## config.mk

```make
export PLATFORM = sky130hd
export DESIGN_NAME = pwm_frame_sequencer
export DESIGN_NICKNAME = d
export VERILOG_FILES = /design/src/rtl/pwm_frame_sequencer.sv
export SDC_FILE = /design/constraint.sdc
export NUM_CORES = 1
export LEC_CHECK = 0
export ABC_AREA = 1
export ABC_CLOCK_PERIOD_IN_PS = 4070
export BUFFER_PORTS_ARGS = -buffer_cell sky130_fd_sc_hd__buf_2
export CAP_MARGIN = 20
export CORE_MARGIN = 10
export CORE_UTILIZATION = 40
export DETAILED_ROUTE_END_ITERATION = 6
export GPL_ROUTABILITY_DRIVEN = 0
export SLEW_MARGIN = 20
export SYNTH_ARGS = -nofsm -noshare
export SYNTH_HDL_FRONTEND = slang
export SYNTH_SLANG_ARGS = --single-unit
```

## constraint.sdc

```tcl
create_clock -name clk -period 4.07 [get_ports clk]
set_input_delay 0.814 -clock clk [delete_from_list [all_inputs] [get_ports clk]]
set_output_delay 0.814 -clock clk [all_outputs]
set_load 0.01 [all_outputs]
```

## src/rtl/pwm_frame_sequencer.sv

```systemverilog
// Double-buffered PWM frame sequencer: collects STAGE duty words, streams them to the
// channel latch at each period boundary and paces the global PWM counter.
//
// state | meaning
// IDLE  | waiting for enable and a full shadow frame
// LOAD  | streaming active[k] to the latch, k = 0..STAGE-1
// SYNC  | frame_sync pulse, latch commit, counters cleared
// RUN   | prescaled ticks until the period counter wraps
module pwm_frame_sequencer #(
    parameter int DWIDTH   = 8,
    parameter int STAGE    = 8,
    parameter int PRESCALE = 4
) (
    input  logic              clk,
    input  logic              rst,
    input  logic              enable,
    input  logic              in_valid,
    input  logic [DWIDTH-1:0] in_data,
    output logic              in_ready,
    output logic              load_start,
    output logic [DWIDTH-1:0] load_data,
    output logic              cnt_tick,
    output logic              frame_sync,
    output logic              busy,
    output logic              underrun,
    output logic [15:0]       frame_cnt
);

    localparam int IW = $clog2(STAGE + 1);
    localparam int KW = (STAGE > 1) ? $clog2(STAGE) : 1;
    localparam int PW = (PRESCALE > 1) ? $clog2(PRESCALE) : 1;
    localparam logic [IW-1:0] FILL_FULL = IW'(STAGE);
    localparam logic [KW-1:0] K_LAST    = KW'(STAGE - 1);
    localparam logic [PW-1:0] P_LAST    = PW'(PRESCALE - 1);

    typedef enum logic [1:0] {IDLE, LOAD, SYNC, RUN} state_t;

    state_t            state;
    state_t            state_nxt;
    logic [DWIDTH-1:0] shadow [STAGE];
    logic [DWIDTH-1:0] active [STAGE];
    logic [IW-1:0]     fill_idx;
    logic [KW-1:0]     load_idx;
    logic [PW-1:0]     pre_cnt;
    logic [DWIDTH-1:0] period_cnt;
    logic              full;
    logic              xfer;
    logic              boundary;
    logic              copy;

    assign full       = (fill_idx == FILL_FULL);
    assign in_ready   = (fill_idx < FILL_FULL);
    assign xfer       = in_valid & in_ready;
    assign cnt_tick   = (state == RUN) && (pre_cnt == P_LAST);
    assign boundary   = cnt_tick && (period_cnt == '1);
    assign busy       = (state != IDLE);
    assign load_start = (state == LOAD) && (load_idx == '0);
    assign frame_sync = (state == SYNC);
    // Outside LOAD the last streamed word stays on the bus.
    assign load_data  = active[(state == LOAD) ? load_idx : K_LAST];

    always_ff @(posedge clk or negedge rst) begin
        if (!rst) begin
            state <= IDLE;
        end else begin
            state <= state_nxt;
        end
    end

    always_comb begin
        state_nxt = state;
        copy      = 1'b0;
        underrun  = 1'b0;
        case (state)
            IDLE: begin
                if (enable && full) begin
                    state_nxt = LOAD;
                    copy      = 1'b1;
                end
            end
            LOAD: begin
                if (load_idx == K_LAST) begin
                    state_nxt = SYNC;
                end
            end
            SYNC: state_nxt = RUN;
            RUN: begin
                if (boundary) begin
                    if (!enable) begin
                        state_nxt = IDLE;
                    end else begin
                        state_nxt = LOAD;
                        // Without a fresh frame the active buffer is streamed again.
                        if (full) begin
                            copy = 1'b1;
                        end else begin
                            underrun = 1'b1;
                        end
                    end
                end
            end
            default: state_nxt = IDLE;
        endcase
    end

    always_ff @(posedge clk or negedge rst) begin
        if (!rst) begin
            for (int i = 0; i < STAGE; i++) begin
                shadow[i] <= '0;
                active[i] <= '0;
            end
            fill_idx   <= '0;
            load_idx   <= '0;
            pre_cnt    <= '0;
            period_cnt <= '0;
            frame_cnt  <= '0;
        end else begin
            if (copy) begin
                active   <= shadow;
                fill_idx <= xfer ? IW'(1) : '0;
                if (xfer) begin
                    shadow[0] <= in_data;
                end
            end else if (xfer) begin
                shadow[fill_idx[KW-1:0]] <= in_data;
                fill_idx                 <= fill_idx + 1'b1;
            end

            if (state == LOAD) begin
                load_idx <= (load_idx == K_LAST) ? '0 : load_idx + 1'b1;
            end else begin
                load_idx <= '0;
            end

            // frame_cnt already shows the new count while frame_sync is high.
            if ((state == LOAD) && (load_idx == K_LAST)) begin
                frame_cnt <= frame_cnt + 1'b1;
            end

            if (state == SYNC) begin
                pre_cnt    <= '0;
                period_cnt <= '0;
            end else if (state == RUN) begin
                pre_cnt <= cnt_tick ? '0 : pre_cnt + 1'b1;
                if (cnt_tick) begin
                    period_cnt <= period_cnt + 1'b1;
                end
            end
        end
    end

endmodule

```

==> metrics.md <==
| Metric | Value |
|---|---|
| Clock power share | around 27% |
| Seq/Total Area, Yosys | 55.2% |
| F_max | slightly below 0.3 GHz |
| Max Cap Viol | 0 |
| Synth Flop Type | dfrtp_1 |
| Layout cells sized above 1 | a little under an eighth |
| Leak | approximately 4.3 nW |
| Antenna viol nets, final | 0 |
| Post-synth top area cell | dfrtp_1 |
| Area grow syn2layout | 12.7% |
| PwrDens | between 700 and 800 mW/mm^2 |
| CTS resizes | 0 |
| Worst rel slew slack | 40.8% |
| Die X | between 150 and 200 um |
| Most common cell in the synthesized netlist | nand2_1 |
| Area contributors post-synth | dfrtp_1 55%, nand2_1 14%, o21ai_0 6.4% |
| Clk root buf | clkbuf_16 |
| Global-route wire length before repair | between 20 and 30 mm |
| CTS tree | built |
| Number of CTS-inserted buffers | 17 |
| Initial antenna violation count | 0 |
| Final worst path period share | 83.7% |
| First drt pass iteration count | 4 |
| Slew @ Worst Pin | around 880 ps |
| Setup crit end kind | primary output |
| # H-tree levels | 4 |
| Area of the die | between 0.02 and 0.025 sq mm |
| Core area | between 0.015 and 0.02 sq mm |
| Crit path kind | flip-flop to primary output |
| Die Y | about 160 um |
| DR vias/cell | slightly below 5 |
| Final hold vios | 0 |
| CP Launch Type | flip-flop |
| Worst EP arrival | approximately 2600 ps |
| GRT Util Overall | 14.9% |
| RSZ-0062 raised after global routing | no |
| Fin. max-slew vios | 0 |
| Yosys warns | 0 |
| CTS clk-pin slew, worst paths | 60 ps |
| CTS sink count | around 160 |
| Worst-skew pair later-pin latency | roughly 430 ps |
| Non-Filler Instances | 1141 |
| Async SR Flop Fraction | 100% |
| Largest net degree at the start of global routing | 74 |
| Switch Pwr | 0.00221 W |
| PortBufs | between 40 and 50 |
| Pint | between 0.003 and 0.004 W |
| Outcome | finished clean |
| Post-synth top cells | 285 x nand2_1, 163 x dfrtp_1, 95 x o21ai_0 |
| DR WL/cell | 15.0 um |
| Synth Net Count | around 890 |
| Hold buffers post-CTS | 0 |
| Post-synth EDFFs | 0 |
| I/O pins | 42 |
| Type of the most critical hold path | input port to async pin |
| Sequential Power Share | 42.5% |
| Syn avg cell area | about 8.5 sq um |
| GRT overflow | 0 |
| Routed wire length | roughly 17 mm |
| Floorplan row count | a little under 50 |
| Switch share | a little under two fifths |
| Clk buf depth | 2 |
| Netlist Area Pre-Place | about 0.0074 sq mm |
| Cells after DPL | between 1000 and 1500 |
| Setup TNS | 0 ps |
| N_diodes | 0 |
| FF+latch count, synth | about 160 |
| HPWL after DPL | around 11 mm |
| Starting DRT DRC Count | roughly 410 |
| Initial Util | 40.9% |
| Syn Inst Count | 867 |
| VDD IR max | 0.308 mV |
| Share of Yosys cell area claimed by the top area cell type | 55.2% |
| Final Critical Period | between 3000 and 4000 ps |
| Number of setup buffers added after CTS | 0 |
| DRC | 0 |
| Number of global-route vias before repair | approximately 5500 |
| Crit Path Max Fanout | 16 |
| Final setup violation count | 0 |
| Via count | roughly 5700 |
| Clk_skew | around 8.3 ps |
| Worst Path Required | about 3300 ps |
| Netlist cell types | 33 |
| Comb power frac | 30.6% |
| Nets | 924 |
## placed cells by master (no fill, tap or decap), types with 2 or more instances in the layout
cell type   Yosys  layout
a21oi_1         6       6
buf_2           8      40
buf_4           5       7
bufinv_16       0       2
clkbuf_16       0      17
clkinv_4        0       3
clkinvlp_4      0       3
dfrtp_1       163     163
ha_1           12      12
inv_1          78      78
inv_2           3       3
inv_6           0       4
nand2_1       285     285
nand2_2         3       3
nand3_1        64      64
nand3b_1        2       2
nand4_1         4       4
nor2_1         53      53
nor2_2          3       2
nor2_4          4       5
nor3_1          7       7
nor4_4          2       2
o211ai_1        8       8
o21ai_0        95      95
o21ai_1        11      11
o21ai_2         7       7
o22ai_1         8       8
xnor2_1         3       3
xor2_1          6       6
## layer usage
metal	up-vias	global-route usage [%]	wire (um)
li1	2842	-	-
met1	2695	21.3	8560
met2	101	22.0	7500
met3	15	3.03	733
met4	0	5.26	286
met5	-	0	0
## registers in the layout, indices dropped and copies added (netlist names)
register / count
fill_idx: 4
pre_cnt: 2
period_cnt: 8
load_idx: 3
active: 64
frame_cnt: 16
state: 2
shadow: 64
## power groups by stage
stage / Combinational [W] / Clock, W / Sequential, W
floorplan: 0.00135 / 0 / 0.00243
global placement: 0.00179 / 0 / 0.00253
detailed placement: 0.00183 / 0 / 0.00253
CTS: 0.00183 / 0.00162 / 0.00251
global route: 0.00211 / 0.00169 / 0.00259
finish: 0.00181 / 0.00159 / 0.00252
## kinds of logic after synthesis
group | synth area share (%)
AND/OR/NAND/NOR | 24.5
flip-flops | 55.2
AO/OA/AOI/OAI | 10.0
buffers and inverters | 7.16
adder cells (fa/ha/maj) | 2.03
XOR/XNOR | 1.07
## metrics by stage
step           setup slack (ps)  hold WS, ps  instance area [sq um]  utilization, %  total power [W]
2_1_floorplan              1650          437                   7390               -          0.00378
3_3_place_gp               1140          454                   7740            42.8          0.00432
3_5_place_dp               1110          454                   7740            42.8          0.00436
4_1_cts                     636          429                   8330            46.1          0.00596
5_1_grt                     417          456                   8330            46.1          0.00638
6_report                    662          379                   8330            46.1          0.00592
## layout make-up
type / count / area (sq um)
clock inverter: 13 / 149
clock buffer: 18 / 439
multi-input combinational: 587 / 2790
timing repair buffer: 49 / 284
fill: 1772 / 9750
sequential: 163 / 4080
tap: 229 / 287
inverter: 82 / 308
## path summary, 6_finish.rpt
check                      slack, ps             to  cells past startpoint       from
setup / recovery                 660   load_data[1]                      9   state[1]
hold / removal                   380  period_cnt[1]                      1        rst
setup reg to reg                1790     active[37]                      9   state[0]
hold reg to reg                  470      active[1]                      2  active[1]
max in group asynchronous       2720     shadow[12]                      2        rst
min in group clk                 470      active[1]                      2  active[1]
## critical path, cell delays in order (launching register included)
cell and delay (ps):
dfrtp_1 410, inv_1 100, ha_1 230, nand2_1 300, inv_1 510, nor2_1 80, o21ai_0 170, nand2_1 60
nand2_1 140, buf_2 150
(Power assumes the default switching activity.)
